## src/rtl/sipo_rx_ctrl.sv

```systemverilog
// Serial frame receiver: start bit, WIDTH data bits (LSB first), optional even
// parity, stop bit; good words go to a one-entry valid/ready holding register.
module sipo_rx_ctrl #(
  parameter int WIDTH     = 4,
  parameter bit PARITY_EN = 1'b1
) (
  input  logic             clk,
  input  logic             rst,
  input  logic             si,
  input  logic             bit_en,
  output logic [WIDTH-1:0] po_data,
  output logic             po_valid,
  input  logic             po_ready,
  output logic             par_err,
  output logic             frm_err,
  output logic             ovf,
  output logic             busy
);

  localparam int CW = $clog2(WIDTH);

  typedef enum logic [1:0] {IDLE, SHIFT, PARITY, STOP} state_t;

  state_t           state_q, state_d;
  logic [CW-1:0]    cnt_q, cnt_d;
  logic [WIDTH-1:0] shift_q, shift_d;
  logic             par_q, par_d;
  logic [WIDTH-1:0] data_q, data_d;
  logic             valid_q, valid_d;
  logic             par_err_q, par_err_d;
  logic             frm_err_q, frm_err_d;
  logic             ovf_q, ovf_d;
  logic             good;

  always_comb begin
    state_d   = state_q;
    cnt_d     = cnt_q;
    shift_d   = shift_q;
    par_d     = par_q;
    data_d    = data_q;
    valid_d   = valid_q;
    par_err_d = 1'b0;
    frm_err_d = 1'b0;
    ovf_d     = 1'b0;
    good      = 1'b0;

    if (bit_en) begin
      case (state_q)
        IDLE: begin
          if (!si) begin
            state_d = SHIFT;
            cnt_d   = '0;
            par_d   = 1'b0;
          end
        end
        SHIFT: begin
          shift_d = {si, shift_q[WIDTH-1:1]};
          cnt_d   = cnt_q + CW'(1);
          if (cnt_q == CW'(WIDTH-1))
            state_d = PARITY_EN ? PARITY : STOP;
        end
        PARITY: begin
          par_d   = (^shift_q) ^ si;
          state_d = STOP;
        end
        STOP: begin
          state_d = IDLE;
          // A bad stop bit masks any parity problem in the same frame.
          if (!si)
            frm_err_d = 1'b1;
          else if (par_q)
            par_err_d = 1'b1;
          else
            good = 1'b1;
        end
        default: state_d = IDLE;
      endcase
    end

    // Holding register runs every cycle, independent of bit_en.
    if (good) begin
      if (!valid_q || po_ready) begin
        data_d  = shift_q;
        valid_d = 1'b1;
      end else begin
        ovf_d = 1'b1;
      end
    end else if (valid_q && po_ready) begin
      valid_d = 1'b0;
    end
  end

  always_ff @(posedge clk or posedge rst) begin
    if (rst) begin
      state_q   <= IDLE;
      cnt_q     <= '0;
      shift_q   <= '0;
      par_q     <= 1'b0;
      data_q    <= '0;
      valid_q   <= 1'b0;
      par_err_q <= 1'b0;
      frm_err_q <= 1'b0;
      ovf_q     <= 1'b0;
    end else begin
      state_q   <= state_d;
      cnt_q     <= cnt_d;
      shift_q   <= shift_d;
      par_q     <= par_d;
      data_q    <= data_d;
      valid_q   <= valid_d;
      par_err_q <= par_err_d;
      frm_err_q <= frm_err_d;
      ovf_q     <= ovf_d;
    end
  end

  assign po_data  = data_q;
  assign po_valid = valid_q;
  assign par_err  = par_err_q;
  assign frm_err  = frm_err_q;
  assign ovf      = ovf_q;
  assign busy     = (state_q != IDLE);

endmodule

```

## config.mk

```make
export PLATFORM = sky130hd
export DESIGN_NAME = sipo_rx_ctrl
export DESIGN_NICKNAME = d
export VERILOG_FILES = /design/src/rtl/sipo_rx_ctrl.sv
export SDC_FILE = /design/constraint.sdc
export NUM_CORES = 1
export LEC_CHECK = 0
export ABC_AREA = 1
export ABC_CLOCK_PERIOD_IN_PS = 1700
export BUFFER_PORTS_ARGS = -buffer_cell sky130_fd_sc_hd__buf_2
export CELL_PAD_IN_SITES_DETAIL_PLACEMENT = 1
export CELL_PAD_IN_SITES_GLOBAL_PLACEMENT = 2
export CORE_MARGIN = 3
export CORE_UTILIZATION = 32
export DETAILED_ROUTE_END_ITERATION = 12
export PLACE_DENSITY = 0.78
export SLEW_MARGIN = 40
export SYNTH_ARGS = -nofsm -noshare
export SYNTH_HDL_FRONTEND = slang
export SYNTH_SLANG_ARGS = --single-unit
```

## constraint.sdc

```tcl
create_clock -name clk -period 1.7 [get_ports clk]
set_input_delay 0.51 -clock clk [delete_from_list [all_inputs] [get_ports clk]]
set_output_delay 0.51 -clock clk [all_outputs]
set_load 0.02 [all_outputs]
```

==> results by group, run 1 <==
Status
  – Run status: complete, no violations

Floorplan
  – Placement Rows: 17
  – Die span in y: 57.3 microns
  – IO Pins: 14
  – Starting Density: 0.357
  – Die Wd: roughly 57 microns
  – Area of the die: 3290 sq um
  – Core ar.: 2360 sq um

Power
  – Peak supply drop: 0.000643 V
  – Switching Share: 0.416
  – Leak pwr: 0.000553 uW
  – Power Total: 1600 uW
  – P_sw: 668 uW
  – Clock power share: 0.136
  – Pint: around 940 uW
  – Sequential power share: 0.391
  – P per Cell Area: 1560 nW/um^2
  – Combinational Power Share: 0.473

Place
  – GPL Wtd Cong: 0.725
  – Post-DP Area: 951 sq um
  – PortBufs: 13
  – Place WS: between 200 and 300 ps
  – Detailed Place HPWL: 1210 microns

Route
  – # DRC: 0
  – Via count: 666
  – Via-per-instance ratio: 4.59
  – Routed wire length: 1610 microns
  – 1st-iter DRT viols: 11
  – Initial DRT Pass Iterations: 2
  – Post-DR wirelength/cell: 11.1 microns
  – Final ANT Viol Nets: 0

Synthesis
  – Ys Warns: 0
  – Synthesized area: about 840 sq um
  – Syn_area_per_cell: ~9.0 sq um
  – Syn Nets: 106
  – Yosys reg bits: 17
  – Register area share after synthesis: 0.504
  – Synth cell types: 15
  – Syn Inst Count: 94

Setup path
  – Startpoint types: register
  – CP Max Fanout: 5
  – Slowest CP cell: dfrtp_1
  – Critical path type: reg -> out
  – Critical path capture point type: output pin
  – R2R setup slack: between 200 and 250 ps
  – Crit-path max cell delay: 400 ps
  – Required @ worst endpoint: 1190 ps
  – Worst path cell trace: inv_2 > ha_4 > inv_1 > buf_2
  – Crit path max-delay family: flip-flops
  – Arr. time, crit path: 1110 ps
  – Buf/Inv on CP: 3

Layout
  – Most common cell after layout, fill and taps aside: nand2_1
  – Layout filler cell count: 290
  – Post-route cell area: 1030 sq um
  – Register Area: 425 sq um
  – Number of diodes: 0
  – Most frequent cells in the layout: 27 x nand2_1, 17 x dfrtp_1, 13 x buf_2
  – Layout cell share with drive strength beyond 1: 0.282
  – Area of the multi-input gates: 378 sq um
  – Area grow syn2layout: 22.0%
  – Nets: between 100 and 150

STA
  – Max-slew violation count: 0
  – Fin crit share: 0.955
  – Fin crit period: approximately 1600 ps
  – Setup Viol. Count Final: 0
  – Final hold viol count: 0
  – Slew margin rel.: 0.754
  – Final worst slack: 76.6 ps
  – Worst-Margin Slew: 367 ps
  – Fmax: 616 MHz
  – Clock Skew: 1.45 ps

Worst hold path
  – Worst hold path class: in -> async

Global routing
  – Vias in the first global route: between 600 and 700
  – Initial antenna violation count: 0
  – First-pass GRT wire length: 2780 microns
  – GRT Total Usage: 0.111
  – Largest net degree at the start of global routing: 18
  – Grt total ovfl: 0

Clock tree
  – Longest Clk Path Bufs: 2
  – Clock-pin slew on the worst setup and hold paths: 100 ps
  – Num CTS Buffers: 3
  – CTS tree: built
  – Clock Sinks: 17
  – CTS Root Cell: clkbuf_4
  – H-tree depth: 1
  – Clk_lat worst skew: about 290 ps

Run
  – Max_cap viols: 0
## kinds of logic (layout without fill, tap and decap cells)
| family | after synthesis | count (layout) | synth area share |
|---|---|---|---|
| simple gates | 41 | 41 | 0.217 |
| xor+xnor | 1 | 1 | 0.0104 |
| fa+ha+maj | 7 | 7 | 0.104 |
| buf+inv | 14 | 37 | 0.0623 |
| flops | 17 | 17 | 0.504 |
| compound gates | 14 | 14 | 0.102 |
## tightest hold or removal path, delay by kind of cell
| family | cells | cell delay (ps) |
|---|---|---|
| buf+inv | 3 | 370 |
## flip-flops by register name, summed over array words and instances, names as in the netlist
register,flops
po_data,4
shift_q,4
cnt_q,2
state_q,2
frm_err,1
ovf,1
par_err,1
par_q,1
po_valid,1
## Yosys cell counts
| master | count | share of area |
|---|---|---|
| nor2_4 | 1 | 0.013 |
| nand2_4 | 1 | 0.013 |
| dfrtp_1 | 17 | 0.50 |
| nor2_1 | 6 | 0.027 |
| inv_1 | 14 | 0.062 |
| nand2_1 | 27 | 0.12 |
| o21ai_2 | 3 | 0.031 |
| o211ai_1 | 2 | 0.018 |
| ha_1 | 7 | 0.10 |
| nand3_1 | 4 | 0.024 |
| a21oi_1 | 1 | 0.0059 |
| or2_2 | 1 | 0.0074 |
| xnor2_1 | 1 | 0.010 |
| nand3_2 | 1 | 0.012 |
| o21ai_0 | 8 | 0.047 |
## path summary, 6_finish.rpt
check                        endpoint  cells past startpoint  startpoint
setup / recovery                 busy                      4  state_q[1]
hold / removal               cnt_q[0]                      3         rst
setup reg to reg           state_q[1]                      7  state_q[1]
hold reg to reg            po_data[0]                      2  po_data[0]
max in group asynchronous  shift_q[3]                      3         rst
min in group clk              frm_err                      2          si
## routing by layer
layer,wire (microns),GRT usage
met1,800,0.154
met2,722,0.158
met3,77,0.0475
met4,13,0.0298
met5,0,0
## metrics by stage
stage                     setup TNS [ps]  utilization  instances  hold slack, ps
after CTS                              0        0.421        142             214
after global placement                 0        0.403        136             455
after detailed placement               0        0.403        136             461
after global routing               -10.7        0.436        145             208
after floorplan                        0            -         94             436
final                                  0        0.436        145             208
## power by group through the flow
stage / Combinational (uW) / Sequential, uW / Clock (uW)
floorplan: 419 / 696 / 0
global placement: 637 / 640 / 0
detailed placement: 645 / 649 / 0
CTS: 700 / 626 / 229
global route: 867 / 654 / 254
finish: 759 / 628 / 218
## repair_timing
action | CTS | global route
hold endpoints to repair | 0 | 0
resized for setup | 1 | 3
hold buffers | 0 | 0
endpoints found under the setup margin | 1 | 1
buffers inserted | 2 | 3
## area by class of cell
| cell class | instances | share of cell area |
|---|---|---|
| Sequential cell | 17 | 0.414 |
| Clock inverter | 1 | 0.00487 |
| Tap cell | 28 | 0.0341 |
| Multi-Input combinational cell | 63 | 0.367 |
| Clock buffer | 3 | 0.0219 |
| Timing Repair Buffer | 19 | 0.107 |
| Inverter | 14 | 0.0511 |
No activity file was read; power rests on OpenSTA's default activity.
==> run 2: changes to the inputs <==
--- a/config.mk
+++ b/config.mk
@@ -7,12 +7,12 @@
 export LEC_CHECK = 0
 export ABC_AREA = 1
 export ABC_CLOCK_PERIOD_IN_PS = 1700
-export BUFFER_PORTS_ARGS = -buffer_cell sky130_fd_sc_hd__buf_2
 export CELL_PAD_IN_SITES_DETAIL_PLACEMENT = 1
 export CELL_PAD_IN_SITES_GLOBAL_PLACEMENT = 2
 export CORE_MARGIN = 3
-export CORE_UTILIZATION = 32
+export CORE_UTILIZATION = 36
 export DETAILED_ROUTE_END_ITERATION = 12
+export DONT_BUFFER_PORTS = 1
 export PLACE_DENSITY = 0.78
 export SLEW_MARGIN = 40
 export SYNTH_ARGS = -nofsm -noshare
==> results by group, run 2 (synthesis results as in run 1) <==
Status
  – Run status: complete, no violations

Clock tree
  – Clk_lat worst skew: 280 ps
  – Clock Sinks: 17
  – CTS tree: built
  – CTS Root Cell: clkbuf_4
  – Num CTS Buffers: 3
  – Longest Clk Path Bufs: 2
  – Clock-pin slew on the worst setup and hold paths: 90 ps
  – H-tree depth: 1
  – CTS Hold Bufs: 0

Global routing
  – Initial antenna violation count: 0
  – Vias in the first global route: 645
  – First-pass GRT wire length: 2830 microns
  – GRT Total Usage: 0.133
  – Grt total ovfl: 0
  – Largest net degree at the start of global routing: 18

Setup path
  – Arr. time, crit path: roughly 1100 ps
  – CP most frequent cell: inv_2
  – Critical path type: reg -> out
  – CP Max Fanout: 5
  – Crit-path max cell delay: 390 ps
  – Worst path cell trace: inv_2 > ha_1 > inv_2
  – Required @ worst endpoint: 1190 ps
  – Slowest CP cell: dfrtp_1
  – Startpoint types: register
  – Critical path capture point type: output pin
  – R2R setup slack: 390 ps

STA
  – Fin crit period: 1570 ps
  – Worst-Margin Slew: 652 ps
  – Fmax: 637 MHz
  – Clock Skew: 2.64 ps
  – Final hold viol count: 0
  – Fin crit share: 0.923
  – Setup Viol. Count Final: 0
  – Slew margin rel.: 0.565
  – Setup TNS: 0 ps
  – RSZ-0062 raised after global routing: false
  – Max-slew violation count: 0

Floorplan
  – Die span in y: 54.4 microns
  – Starting Density: 0.405
  – Core ar.: approximately 2100 sq um
  – Placement Rows: 16
  – Die Wd: 54.4 microns
  – Area of the die: 2960 sq um
  – IO Pins: 14

Route
  – Via count: 616
  – Post-DR wirelength/cell: 12.3 microns
  – Final ANT Viol Nets: 0
  – Via-per-instance ratio: slightly below 5
  – # DRC: 0
  – Initial DRT Pass Iterations: 2
  – Routed wire length: 1550 microns
  – 1st-iter DRT viols: 7

Power
  – Peak supply drop: 0.000655 V
  – Leak pwr: 0.000466 uW
  – P per Cell Area: 1600 nW/um^2

Place
  – Post-DP Area: 877 sq um
  – Detailed Place HPWL: about 1300 microns
  – GPL Wtd Cong: around 0.7
  – PortBufs: 0

Layout
  – Nets: 112
  – Most common cell after layout, fill and taps aside: nand2_1
  – Layout cell share with drive strength beyond 1: 0.131
  – Layout filler cell count: 254
  – Post-route cell area: 911 sq um
  – Number of diodes: 0
  – Area grow syn2layout: 8.01%
  – Most frequent cells in the layout: 27 x nand2_1, 17 x dfrtp_1, 12 x inv_1

Worst hold path
  – Worst hold path class: in -> async

Run
  – Max_cap viols: 0
-- run 2: cell count changes in the layout (fill, tap and decap cells not counted), sizes merged --
cell and delta:
clkinv -1, buf -18, clkbuf +1
-- run 2: report_power, final --
| group | total (uW) | switching (uW) | internal, uW |
|---|---|---|---|
| Clock | 211 | 120 | 90.9 |
| Combinational | 540 | 337 | 203 |
| Sequential | 702 | 163 | 539 |
-- run 2: repair_timing --
action	in CTS	in global routing
setup endpoints to repair	1	1
hold endpoints to repair	0	0
resized for setup	0	2
setup buffers	1	0
-- run 2: final cells by class --
cell class                      count  area, sq um  share of cell area
Timing Repair Buffer                1         7.51             0.00824
Sequential cell                    17          425               0.467
Clock buffer                        4         26.3              0.0288
Multi-Input combinational cell     63          365               0.401
Tap cell                           27         33.8              0.0371
Inverter                           14         52.6              0.0577
-- run 2: path summary, 6_finish.rpt --
check / cells after the start / start / to
min in group clk: 1 / si / frm_err
worst min-delay path: 1 / rst / par_err
worst min register to register: 2 / cnt_q[1] / cnt_q[1]
worst max-delay path: 3 / state_q[1] / busy
max in group asynchronous: 1 / rst / po_valid
worst max register to register: 4 / state_q[0] / cnt_q[0]
-- run 2: worst max-delay path: cells and delay by family, from the launching register on --
family     cells  cell delay, ps
fa+ha+maj      1             200
flops          1             390
buf+inv        2             190
-- run 2: per-stage QoR --
step / instances / power (uW) / setup slack, ps / utilization / hold WS (ps)
2_1_floorplan: 94 / 1110 / 376 / - / 436
3_3_place_gp: 121 / 1210 / 348 / 0.421 / 472
3_5_place_dp: 121 / 1250 / 293 / 0.421 / 488
4_1_cts: 126 / 1480 / 40.8 / 0.438 / 214
5_1_grt: 126 / 1620 / 57.9 / 0.438 / 234
6_report: 126 / 1450 / 131 / 0.438 / 196
-- run 2: layer usage --
layer	share of wire	track usage	wire length, microns	vias up
met4	0.0064	0.0498	10	0
met3	0.048	0.0300	74	2
met1	0.45	0.161	703	300
met5	0	0	0	-
met2	0.49	0.229	766	11
li1	-	-	-	303
==> run 3: changes to the inputs <==
--- a/config.mk
+++ b/config.mk
@@ -6,14 +6,14 @@
 export NUM_CORES = 1
 export LEC_CHECK = 0
 export ABC_AREA = 1
-export ABC_CLOCK_PERIOD_IN_PS = 1700
+export ABC_CLOCK_PERIOD_IN_PS = 1800
 export CELL_PAD_IN_SITES_DETAIL_PLACEMENT = 1
 export CELL_PAD_IN_SITES_GLOBAL_PLACEMENT = 2
 export CORE_MARGIN = 3
-export CORE_UTILIZATION = 36
+export CORE_UTILIZATION = 25
 export DETAILED_ROUTE_END_ITERATION = 12
 export DONT_BUFFER_PORTS = 1
-export PLACE_DENSITY = 0.78
+export PLACE_DENSITY = 0.58
 export SLEW_MARGIN = 40
 export SYNTH_ARGS = -nofsm -noshare
 export SYNTH_HDL_FRONTEND = slang
==> constraint.sdc (replaced) <==
create_clock -name clk -period 1.8 [get_ports clk]
set_input_delay 0.54 -clock clk [delete_from_list [all_inputs] [get_ports clk]]
set_output_delay 0.54 -clock clk [all_outputs]
set_load 0.02 [all_outputs]
==> results by group, run 3 (synthesis results as in run 1) <==
Status
  – Run status: complete, no violations

STA
  – Fmax: slightly below 600 MHz
  – Slew margin rel.: 0.779
  – Setup Viol. Count Final: 0
  – Clock Skew: approximately 7.6 ps
  – Fin crit period: 1730 ps
  – Worst-Margin Slew: approximately 330 ps
  – Final hold viol count: 0
  – Fin crit share: 0.959
  – Worst Hold Margin: 48.0 ps
  – Max-slew violation count: 0

Global routing
  – Layer with the highest usage: met2
  – Largest net degree at the start of global routing: 12
  – First-pass GRT wire length: 2810 microns
  – Vias in the first global route: 591
  – GR Layer Usage met3: 0.0422
  – Grt total ovfl: 0
  – Met1 GRT Util: 0.105
  – Grt met2 use: 0.139
  – Initial antenna violation count: 0
  – GRT Total Usage: 0.0890

Power
  – Peak supply drop: 0.000424 V
  – P_sw: 602 uW
  – P per Cell Area: 1470 nW/um^2
  – Combinational Power Share: 0.373
  – Leak pwr: between 0.0004 and 0.0005 uW
  – Sequential power share: 0.476
  – Switching Share: 0.427
  – Pint: 807 uW
  – Clock power share: 0.151

Floorplan
  – IO Pins: 14
  – Die Wd: roughly 64 microns
  – Starting Density: 0.270
  – Area of the die: 4110 sq um
  – Core ar.: roughly 3100 sq um
  – Placement Rows: 20
  – Die span in y: around 64 microns

Route
  – 1st-iter DRT viols: 10
  – Via count: 606
  – Post-DR wirelength/cell: around 11 microns
  – Routed wire length: 1630 microns
  – Final ANT Viol Nets: 0
  – Via-per-instance ratio: 4.15
  – # DRC: 0
  – Initial DRT Pass Iterations: 4

Place
  – Post-DP Area: roughly 910 sq um
  – PortBufs: 0
  – Detailed Place HPWL: 1260 microns
  – GPL Wtd Cong: 0.762

Setup path
  – Arr. time, crit path: 1190 ps
  – Critical R2R Capture: state_q[0]
  – Startpoint types: register
  – Required @ worst endpoint: 1260 ps
  – Critical path capture point type: output pin
  – Reg2reg path depth: 6
  – R2R setup slack: between 300 and 400 ps
  – FF-to-FF Start: state_q[0]
  – CP Max Fanout: 4
  – Critical path type: reg -> out

Run
  – Max_cap viols: 0

Clock tree
  – Clock Sinks: 17
  – CTS Root Cell: clkbuf_4
  – CTS tree: built
  – Clk_lat worst skew: 300 ps
  – H-tree depth: 1
  – Clock-pin slew on the worst setup and hold paths: 110 ps
  – Num CTS Buffers: 3
  – Longest Clk Path Bufs: 2

Layout
  – Post-route cell area: around 960 sq um
  – Layout cell share with drive strength beyond 1: 0.157
  – Nets: 115
  – Area grow syn2layout: 13.4%
  – Most common cell after layout, fill and taps aside: nand2_1
  – Number of diodes: 0
  – Most frequent cells in the layout: 27 x nand2_1, 17 x dfrtp_1, 13 x inv_1

Worst hold path
  – Worst hold path class: in -> async
-- run 3: worst max-delay path, stage by stage, from the launching register on --
cell and delay, ps:
dfrtp_1 420, inv_1 100, ha_1 220, inv_1 150
-- run 3: final cells by class --
cell class,instances,area (sq um)
clock buffers,3,22.5
clock inverters,1,5.00
fillers,388,2170
inverters,14,52.6
multi-input cells,63,365
flip-flops and latches,17,425
well taps,44,55.1
repair buffers,4,30.0
-- run 3: repair_timing --
item                       CTS  global route
buffers inserted             0             3
setup endpoints to repair    0             1
hold buffers                 0             0
gates resized for setup      0             1
-- run 3: stage by stage --
step                power [uW]  instances  TNS [ps]  worst slack (ps)   util
finish                    1410        146         0              73.3  0.306
global route              1570        146     -21.1             -21.1  0.306
CTS                       1390        143         0              20.3  0.298
detailed placement        1170        139         0               369  0.290
global placement          1160        139         0               413  0.290
floorplan                 1050         94         0               446      -
-- run 3: how the worst max path moves through the flow --
stage	from	end	slack, ps	cells after the start
2_1_floorplan	state_q[0]	busy	450	3
5_1_grt	state_q[0]	busy	-20	3
3_3_place_gp	state_q[0]	busy	410	3
4_1_cts	state_q[0]	busy	20	3
3_5_place_dp	state_q[0]	busy	370	3
6_report	state_q[0]	busy	70	3
-- run 3: layer usage --
layer	share of wire	vias to the layer above	wire length, microns
met2	0.47	13	766
met4	0.011	0	18
met1	0.47	280	761
li1	-	311	-
met3	0.049	2	80
met5	0	-	0
-- run 3: power groups by stage --
stage               logic (uW)  registers (uW)  clock network (uW)
floorplan                  395             657                   0
global route               622             698                 250
global placement           480             679                   0
CTS                        485             675                 229
detailed placement         481             685                   0
finish                     526             671                 213
